## config.mk

```make
export PLATFORM = sky130hd
export DESIGN_NAME = i2c_target_regfile
export DESIGN_NICKNAME = d
export VERILOG_FILES = /design/src/rtl/i2c_target_regfile.sv
export SDC_FILE = /design/constraint.sdc
export NUM_CORES = 2
export LEC_CHECK = 0
export ABC_AREA = 1
export CAP_MARGIN = 30
export CORE_ASPECT_RATIO = 1.25
export CORE_MARGIN = 1.5
export CORE_UTILIZATION = 35
export DETAILED_ROUTE_END_ITERATION = 8
export PLACE_DENSITY = 0.58
export SYNTH_ARGS = -nofsm -noshare
export SYNTH_HDL_FRONTEND = slang
export SYNTH_SLANG_ARGS = --single-unit
export TNS_END_PERCENT = 30
```

## constraint.sdc

```tcl
create_clock -name clk -period 3 [get_ports clk]
set_input_delay 0.75 -clock clk [delete_from_list [all_inputs] [get_ports clk]]
set_output_delay 0.75 -clock clk [all_outputs]
set_load 0.05 [all_outputs]
```

## src/rtl/i2c_target_regfile.sv

```systemverilog
// ============================================================================
//  Module      : i2c_target_regfile
//  Description : I2C target (slave) with a 128x8 register file, auto-
//                incrementing register pointer and a local update port.
//                Optional input glitch filter: I2C_TGT_GLITCH_FILTER_EN.
//  Revision    : 1.0 - initial release
// ============================================================================
`default_nettype none

module i2c_target_regfile #(
  parameter logic [6:0] DEV_ADDR   = 7'h68,
  parameter logic [7:0] WHOAMI_VAL = 8'h68
) (
  input  logic       clk,
  input  logic       resetn,
  input  logic       scl_i,
  input  logic       sda_i,
  output logic       sda_oe,
  input  logic       upd_en,
  input  logic [6:0] upd_addr,
  input  logic [7:0] upd_data,
  output logic       wr_stb,
  output logic [6:0] wr_addr,
  output logic [7:0] wr_data,
  output logic       busy
);

  typedef enum logic [3:0] {
    ST_IDLE     = 4'd0,
    ST_ADDR     = 4'd1,
    ST_ADDR_ACK = 4'd2,
    ST_PTR      = 4'd3,
    ST_PTR_ACK  = 4'd4,
    ST_WR_DATA  = 4'd5,
    ST_WR_ACK   = 4'd6,
    ST_RD_DATA  = 4'd7,
    ST_RD_ACK   = 4'd8
  } state_t;

  // --------------------------------------------------------------------------
  // Input synchronizers and edge detection
  // --------------------------------------------------------------------------
  logic scl_s1_q, scl_s1_d, scl_s2_q, scl_s2_d;
  logic sda_s1_q, sda_s1_d, sda_s2_q, sda_s2_d;
  logic scl_prev_q, scl_prev_d, sda_prev_q, sda_prev_d;
  logic scl_sync, sda_sync;

  // Next values of the two-flop synchronizers and the edge-history flops
  always_comb begin
    scl_s1_d   = scl_i;
    scl_s2_d   = scl_s1_q;
    sda_s1_d   = sda_i;
    sda_s2_d   = sda_s1_q;
    scl_prev_d = scl_sync;
    sda_prev_d = sda_sync;
  end

  // Synchronizer and edge-history registers; idle-bus level is high
  always_ff @(posedge clk or negedge resetn) begin
    if (!resetn) begin
      scl_s1_q   <= 1'b1;
      scl_s2_q   <= 1'b1;
      sda_s1_q   <= 1'b1;
      sda_s2_q   <= 1'b1;
      scl_prev_q <= 1'b1;
      sda_prev_q <= 1'b1;
    end else begin
      scl_s1_q   <= scl_s1_d;
      scl_s2_q   <= scl_s2_d;
      sda_s1_q   <= sda_s1_d;
      sda_s2_q   <= sda_s2_d;
      scl_prev_q <= scl_prev_d;
      sda_prev_q <= sda_prev_d;
    end
  end

`ifdef I2C_TGT_GLITCH_FILTER_EN
  logic       scl_f_q, scl_f_d, sda_f_q, sda_f_d;
  logic [1:0] scl_fc_q, scl_fc_d, sda_fc_q, sda_fc_d;

  // Filtered level follows the synchronized input only after 4 equal samples
  always_comb begin
    scl_f_d  = scl_f_q;
    scl_fc_d = 2'd0;
    sda_f_d  = sda_f_q;
    sda_fc_d = 2'd0;
    if (scl_s2_q != scl_f_q) begin
      if (scl_fc_q == 2'd3) scl_f_d  = scl_s2_q;
      else                  scl_fc_d = scl_fc_q + 2'd1;
    end
    if (sda_s2_q != sda_f_q) begin
      if (sda_fc_q == 2'd3) sda_f_d  = sda_s2_q;
      else                  sda_fc_d = sda_fc_q + 2'd1;
    end
  end

  // Filter state registers
  always_ff @(posedge clk or negedge resetn) begin
    if (!resetn) begin
      scl_f_q  <= 1'b1;
      sda_f_q  <= 1'b1;
      scl_fc_q <= 2'd0;
      sda_fc_q <= 2'd0;
    end else begin
      scl_f_q  <= scl_f_d;
      sda_f_q  <= sda_f_d;
      scl_fc_q <= scl_fc_d;
      sda_fc_q <= sda_fc_d;
    end
  end

  assign scl_sync = scl_f_q;
  assign sda_sync = sda_f_q;
`else
  assign scl_sync = scl_s2_q;
  assign sda_sync = sda_s2_q;
`endif

  logic scl_rise, scl_fall, start_evt, stop_evt;
  assign scl_rise  =  scl_sync & ~scl_prev_q;
  assign scl_fall  = ~scl_sync &  scl_prev_q;
  assign start_evt =  scl_sync &  scl_prev_q &  sda_prev_q & ~sda_sync;
  assign stop_evt  =  scl_sync &  scl_prev_q & ~sda_prev_q &  sda_sync;

  // --------------------------------------------------------------------------
  // Protocol FSM
  // --------------------------------------------------------------------------
  state_t     state_q, state_d;
  logic [3:0] cnt_q, cnt_d;        // SCL rises seen in the current byte
  logic [7:0] sh_q, sh_d;          // receive / transmit shift register
  logic [6:0] ptr_q, ptr_d;
  logic       rw_q, rw_d;
  logic       sda_oe_q, sda_oe_d;
  logic       wr_stb_q, wr_stb_d;
  logic [6:0] wr_addr_q, wr_addr_d;
  logic [7:0] wr_data_q, wr_data_d;
  logic       bus_wr;
  logic [7:0] rd_byte;
  logic [7:0] regs_q [0:127];
  logic [7:0] regs_d [0:127];

  assign rd_byte = regs_q[ptr_q];

  // Next-state and output logic; STOP outranks START, both outrank bit events
  always_comb begin
    state_d   = state_q;
    cnt_d     = cnt_q;
    sh_d      = sh_q;
    ptr_d     = ptr_q;
    rw_d      = rw_q;
    sda_oe_d  = sda_oe_q;
    wr_stb_d  = 1'b0;
    wr_addr_d = wr_addr_q;
    wr_data_d = wr_data_q;
    bus_wr    = 1'b0;
    if (stop_evt) begin
      state_d  = ST_IDLE;
      sda_oe_d = 1'b0;
    end else if (start_evt) begin
      state_d  = ST_ADDR;
      cnt_d    = 4'd0;
      sda_oe_d = 1'b0;
    end else begin
      case (state_q)
        ST_ADDR, ST_PTR, ST_WR_DATA: begin
          if (scl_rise) begin
            sh_d  = {sh_q[6:0], sda_sync};
            cnt_d = cnt_q + 4'd1;
          end else if (scl_fall && cnt_q == 4'd8) begin
            cnt_d = 4'd0;
            if (state_q == ST_ADDR) begin
              if (sh_q[7:1] == DEV_ADDR) begin
                state_d  = ST_ADDR_ACK;
                sda_oe_d = 1'b1;
                rw_d     = sh_q[0];
              end else begin
                state_d  = ST_IDLE;
              end
            end else if (state_q == ST_PTR) begin
              state_d  = ST_PTR_ACK;
              ptr_d    = sh_q[6:0];
              sda_oe_d = 1'b1;
            end else begin
              state_d   = ST_WR_ACK;
              sda_oe_d  = 1'b1;
              bus_wr    = 1'b1;
              wr_stb_d  = 1'b1;
              wr_addr_d = ptr_q;
              wr_data_d = sh_q;
              ptr_d     = ptr_q + 7'd1;
            end
          end
        end
        ST_ADDR_ACK: begin
          if (scl_fall) begin
            cnt_d = 4'd0;
            if (rw_q) begin
              state_d  = ST_RD_DATA;
              sh_d     = rd_byte;
              sda_oe_d = ~rd_byte[7];
              ptr_d    = ptr_q + 7'd1;
            end else begin
              state_d  = ST_PTR;
              sda_oe_d = 1'b0;
            end
          end
        end
        ST_PTR_ACK, ST_WR_ACK: begin
          if (scl_fall) begin
            state_d  = ST_WR_DATA;
            cnt_d    = 4'd0;
            sda_oe_d = 1'b0;
          end
        end
        ST_RD_DATA: begin
          if (scl_rise) begin
            cnt_d = cnt_q + 4'd1;
          end else if (scl_fall) begin
            if (cnt_q == 4'd8) begin
              state_d  = ST_RD_ACK;
              cnt_d    = 4'd0;
              sda_oe_d = 1'b0;
            end else if (cnt_q != 4'd0) begin
              sh_d     = {sh_q[6:0], 1'b0};
              sda_oe_d = ~sh_q[6];
            end
          end
        end
        ST_RD_ACK: begin
          // Master NACK ends the read; ACK streams the next register
          if (scl_rise && sda_sync) begin
            state_d = ST_IDLE;
          end else if (scl_fall) begin
            state_d  = ST_RD_DATA;
            cnt_d    = 4'd0;
            sh_d     = rd_byte;
            sda_oe_d = ~rd_byte[7];
            ptr_d    = ptr_q + 7'd1;
          end
        end
        default: begin
          state_d = ST_IDLE;
        end
      endcase
    end
  end

  // FSM and datapath registers; reset releases SDA asynchronously
  always_ff @(posedge clk or negedge resetn) begin
    if (!resetn) begin
      state_q   <= ST_IDLE;
      cnt_q     <= 4'd0;
      sh_q      <= 8'h00;
      ptr_q     <= 7'd0;
      rw_q      <= 1'b0;
      sda_oe_q  <= 1'b0;
      wr_stb_q  <= 1'b0;
      wr_addr_q <= 7'd0;
      wr_data_q <= 8'h00;
    end else begin
      state_q   <= state_d;
      cnt_q     <= cnt_d;
      sh_q      <= sh_d;
      ptr_q     <= ptr_d;
      rw_q      <= rw_d;
      sda_oe_q  <= sda_oe_d;
      wr_stb_q  <= wr_stb_d;
      wr_addr_q <= wr_addr_d;
      wr_data_q <= wr_data_d;
    end
  end

  // --------------------------------------------------------------------------
  // Register file: local update is applied last so it wins an address clash
  // --------------------------------------------------------------------------
  always_comb begin
    regs_d = regs_q;
    if (bus_wr) regs_d[ptr_q] = sh_q;
    if (upd_en) regs_d[upd_addr] = upd_data;
  end

  // Register array storage with WHOAMI reset value at 0x75
  always_ff @(posedge clk or negedge resetn) begin
    if (!resetn) begin
      for (int i = 0; i < 128; i++) begin
        regs_q[i] <= (i == 'h75) ? WHOAMI_VAL : 8'h00;
      end
    end else begin
      regs_q <= regs_d;
    end
  end

  assign sda_oe  = sda_oe_q;
  assign wr_stb  = wr_stb_q;
  assign wr_addr = wr_addr_q;
  assign wr_data = wr_data_q;
  assign busy    = (state_q != ST_IDLE);

endmodule

`default_nettype wire

```

# --- Yosys cells after proc, flatten, opt, wreduce, memory -nomap -nowiden ---
# Index checks and enable logic that the tools add are counted.
op_classes:
  add_sub_neg: 2
  magnitude_cmp: 4
  n_eq_ne: 38
  mux: 78
  n_bitwise: 20
  n_reduce_logical: 20
op_table:
  columns: ["cell", "n"]
  rows:
  - ["bitwise mux 1024 bit", 2]
  - ["two-way mux 1024 bit", 2]
  - ["demux 8 bit (select 7 bit)", 2]
  - ["two-way mux 8 bit", 13]
  - ["two-way mux 4 bit", 20]
  - ["binary-select mux 8 bit (select 7 bit)", 1]
  - ["two-way mux 7 bit", 8]
  - ["!= test 4 bit (second input constant)", 12]
  - ["one-hot mux 8 bit (4 select lines)", 1]
  - ["!= test 2 bit (second input constant)", 12]
  - ["two-way mux 1 bit", 22]
  - ["one-hot mux 7 bit (3 select lines)", 1]
  - ["one-hot mux 4 bit (5 select lines)", 1]
  - ["equality test 4 x 3 -> 1 bit (second input constant)", 4]
  - [">= comparator 8 bit (second input constant)", 2]
  - ["< comparator 8 x 1 -> 1 bit (second input constant)", 2]
  - ["inverter 7 -> 8 bit", 2]
  - ["one-hot mux 4 bit (4 select lines)", 1]
  - ["!= test 5 bit (second input constant)", 3]
  - ["AND reduction 7 bit", 2]
  - ["AND reduction 12 bit", 1]
  - ["nonzero test 4 bit", 3]
  - ["inverter 1 bit", 11]
  - ["AND reduction 11 bit", 1]
  - ["20 further kinds", 33]
word_totals:
  reg_bits: 1071
  in_bits: 20
  wordCells: 305

# --- Logic depth before layout (Yosys ltp) ---
depth:
  word_depth: 11
  depth_mapped: 18

# --- Least setup slack after synthesis ---
# Ideal clock, no wire load.
synth_path:
  path_type: "reg2reg"
  from: "register scl_prev_q"
  to: "register regs_q[821] in the netlist's numbering"
  setup_time_ps: 133
  t_arrival_ps: 2398
  required_ps: 2867
  slack_ps: 469
  stages_incl_launch_ff: 14
  path_buffers: 3
  period_less_slack_ps: 2531
  path_cell_list: "dfstp_2 > inv_1 > ha_1 > nor2_1 > nand2_1 > nor2_2 > nand2_4 > buf_6 > buf_6 > nor3_4 > nand2_1 > buf_2 > o211ai_1 > o21ai_0"
synth_lines:
  columns: ["item", "line", "source"]
  rows:
  - ["start: declaration", "45", "logic scl_prev_q, scl_prev_d, sda_prev_q, sda_prev_d;"]
  - ["start signal: assignment", "72", "scl_prev_q <= scl_prev_d;"]
  - ["end signal: indexed assignment", "286", "regs_q[i] <= (i == 'h75) ? WHOAMI_VAL : 8'h00;"]
  - ["end signal: assignment", "289", "regs_q <= regs_d;"]
  - ["end: declaration", "139", "logic [7:0] regs_q [0:127];"]

# --- Worst setup path after layout ---
layout_path:
  from: "register ptr_q[0]"
  to: "register sh_q[1]"
layout_between:
  elab_chain_cells: 7
  elab_cells_between_ends: 9
  cone_classes: "8 x mux; 1 x bitwise"
layout_rtl:
  columns: ["item", "line", "source"]
  rows:
  - ["start: declaration", "131", "logic [6:0] ptr_q, ptr_d;"]
  - ["start signal: assignment", "264", "ptr_q <= ptr_d;"]
  - ["inverter 7 -> 8 bit (implied by the code) *", "142", "assign rd_byte = regs_q[ptr_q];"]
  - ["binary-select mux 8 bit (select 7 bit) *", "142", null]
  - ["two-way mux 8 bit (implied by the code) * (2 in series)", "142", null]
  - ["two-way mux 8 bit, on equally long branches", "233, 197", null]
  - ["two-way mux 8 bit, on equally long branches", "231, 195", null]
  - ["one-hot mux 8 bit (4 select lines) *", "164", "case (state_q)"]
  - ["end signal: assignment", "253", "sh_q <= 8'h00;"]
  - ["end signal: assignment", "263", "sh_q <= sh_d;"]
  - ["end: declaration", "130", "logic [7:0] sh_q, sh_d;"]
# Every way passes the cells marked *; elsewhere a longest branch is shown, timed or not. The select of a mux whose other input is x is not followed.
# A chain may end at the register's enable or synchronous reset.

==> impl_metrics.csv <==
group,metric,value,unit
die,dieArea,0.182,sq mm
final_layout,fin_nets,8564,
final_layout,mostFrequentLayoutCell,"nand2_1",
grt,grt_pass1_vias,56942,
sta,hold_viol,0,
sta,whs,0.354,ns
grt,antenna_found_initial,10,
placement,hpwlAfterDp,149000,um
grt,grt_pass1_wl,372000,um
clock_tree,clk_latency,0.78,ns
worst_setup_path,cp_slowest_cell,"dfrtp_4",
sta,finalSetupTns,0,ns
clock_tree,cts_root_buf,"clkbuf_16",
routing,vias,60838,
die,dieWidth,381,um
final_layout,design_area,0.0713,sq mm
worst_setup_path,crit_top_cell,"nand2_1",
placement,place_area,0.0668,sq mm
clock_tree,clock_path_buffers,3,
clock_tree,htree_levels,3,
placement,portBuffers,37,
outcome,status,"completed",
sta,finalSetupViolations,0,
routing,finalWirelength,251000,um
worst_setup_path,required,3.64,ns
final_layout,mostFrequentLayoutCells,"nand2_1 (2,234), inv_1 (1,355), o211ai_1 (1,199), o21ai_0 (1,098), dfrtp_1 (1,053)",
sta,rsz0062_at_grt,"true",
routing,vias_per_cell,5.53,
job,max_cap_violations,0,
die,core_area,0.178,sq mm
clock_tree,cts.sinks,1071,
placement,dp_slack,-0.105,ns
synthesis,synth_warnings,0,
synthesis,ys_ff_latch,1071,
sta,slew_headroom,29.5,%
worst_setup_path,crit_type,"flip-flop to flip-flop",
sta,fmax,341,MHz
die,ios,38,
routing,drtIter0Drc,7230,
worst_setup_path,cp-end-kind,"flip-flop",
synthesis,ys_types,35,
synthesis,synth_area,0.0626,sq mm
worst_setup_path,max_stage_delay,0.59,ns
sta,fin_crit_sh,97.9,%
die,initial_core_util,35.2,%
synthesis,syn_inst,8754,
worst_setup_path,r2r_slack,0.06,ns
sta,finalClockSkew,0.0358,ns
synthesis,syn_nets,8780,
clock_tree,clk_pin_slew,0.06,ns
die,row_count,173,
power_and_ir_drop,power_density,551,mW/mm^2
final_layout,area_growth,13.9,%
routing,antenna_left,0,
clock_tree,cts_tree,"done",
die,dieHeight,476,um
grt,grt_start_max_net_pins,111,
placement,gp_congestion,0.944,
synthesis,ys.flop_type,"dfrtp_1",
routing,wl_per_cell,22.8,um
synthesis,syn_avg_cell_area,7.16,sq um
sta,tightest_slew,1.06,ns
synthesis,ys_seq_area_share,42.8,%
power_and_ir_drop,ir_worst_vdd,0.492,mV
sta,drv_slew,0,
final_layout,postLayoutCoreUtil,40.1,%
worst_setup_path,critical_path_arrival,3.57,ns
final_layout,drive_above_1_share,8.58,%
grt,grtUsageTotal,27.1,%
synthesis,synth_edf_count,0,
worst_setup_path,startpoint_type,"flip-flop",
sta,min_period,2.94,ns
power_and_ir_drop,leakage,35.3,nW
routing,drtPass1Iterations,6,
clock_tree,cts_buffers,117,
worst_setup_path,crit_chain,"inv_8 > buf_12 > buf_4 > nand2_1 > nand3_1 > nand2_1 > nor2_1 > nor2_1 > nor2_1 > nand2_1 > nand2_1 > nand2_1 > o21ai_0 > a21oi_1",
synthesis,async_flop_share,100,%
grt,overflow,0,
worst_setup_path,critPathMaxFanout,28,
hold_path,min_path_type,"flip-flop to flip-flop",
routing,drc,0,
sta,worst_slack,0.0642,ns
[path summary, 6_finish.rpt]
path / from / end / depth (start not counted)
worst max-delay path: ptr_q[0]$_DFFE_PN0P_ / sh_q[1]$_DFFE_PN0P_ / 14
worst min-delay path: sda_s1_q$_DFF_PN1_ / sda_prev_d$_DFF_PN1_ / 0
worst max register to register: ptr_q[0]$_DFFE_PN0P_ / sh_q[1]$_DFFE_PN0P_ / 14
worst min register to register: sda_s1_q$_DFF_PN1_ / sda_prev_d$_DFF_PN1_ / 0
max in group asynchronous: resetn / sh_q[5]$_DFFE_PN0P_ / 4
min in group asynchronous: resetn / regs_q[106]$_DFF_PN0_ / 2
[metal layers]
layer	global-route usage, %	routed length (um)	vias up
li1	-	-	28067
met1	35.0	102000	29294
met2	43.1	113000	2769
met3	4.36	20800	706
met4	14.9	15100	2
met5	0	12	-
[cell families after synthesis]
kind of cell	count (synthesis)	share of synthesized area, %
buffers and inverters	2055	12.5
AOI/OAI and AO/OA	2403	24.1
muxes	2	0.0320
and+or+nand+nor	3213	20.4
adders and majority gates	6	0.120
DFF	1071	42.8
xor gates and xnor gates	4	0.0559
[flip-flops by register name, summed over array words and instances, names as in the netlist, 4 cells and up]
| name | cells |
|---|---|
| cnt_q | 4 |
| ptr_q | 7 |
| regs_q | 1024 |
| sh_q | 8 |
| state_q | 4 |
| wr_addr | 7 |
| wr_data | 8 |
[report_power, final]
part	internal [mW]	total, mW	switching [mW]
clock network	9.21	15.7	6.53
logic	1.77	7.05	5.29
registers	15.6	16.5	0.853
[cell usage after synthesis (2+ instances only)]
library cell,count,share of area (%)
a211oi_1,3,0.036
a21oi_1,44,0.35
a31oi_1,4,0.040
buf_1,40,0.24
buf_2,97,0.77
buf_4,2,0.024
buf_6,2,0.036
clkbuf_1,533,3.2
clkinv_1,3,0.018
dfrtp_1,1062,42
dfstp_2,9,0.38
ha_1,6,0.12
inv_1,1366,8.2
inv_2,11,0.066
mux2i_1,2,0.032
nand2_1,2322,14
nand3_1,269,2.1
nand4_1,4,0.040
nor2_1,515,3.1
nor2_2,6,0.060
nor3_1,15,0.12
nor3_2,3,0.048
nor3_4,11,0.29
o211ai_1,1199,14
o21ai_0,1098,8.8
o21ai_1,37,0.30
o22ai_1,16,0.16
or2_2,65,0.65
xor2_1,4,0.056
[repair_timing]
item / 4_1_cts / 5_1_grt
setup buffers: 0 / 6
resized for setup: 7 / 89
endpoints found under the setup margin: 139 / 647
pin swaps: 0 / 4
cloned: 0 / 0
hold endpoints to repair: 25 / 0
hold buffers: 1 / 0
[area by class of cell]
type / instances / area, sq um
fill: 18301 / 106000
inverter: 1380 / 5220
timing repair buffer: 340 / 3870
tap: 2362 / 2960
clock buffer: 182 / 3590
antenna: 2 / 5.00
multi-input combinational: 5628 / 28300
sequential: 1071 / 26800
clock inverter: 38 / 532
[through the flow]
step           instances  power, mW
2_1_floorplan       8754       20.0
5_1_grt            11002       40.6
4_1_cts            10995       39.3
3_5_place_dp       10774       23.6
6_report           11003       39.3
3_3_place_gp       10772       23.4
[worst max-delay path: cells and delay by family (launching register included)]
family                 cells  cell delay [ns]
buffers and inverters      3             0.68
flip-flops                 1             0.59
AO/OA/AOI/OAI              2             0.27
AND/OR/NAND/NOR            9             1.25
No activity file was read; power rests on OpenSTA's default activity.
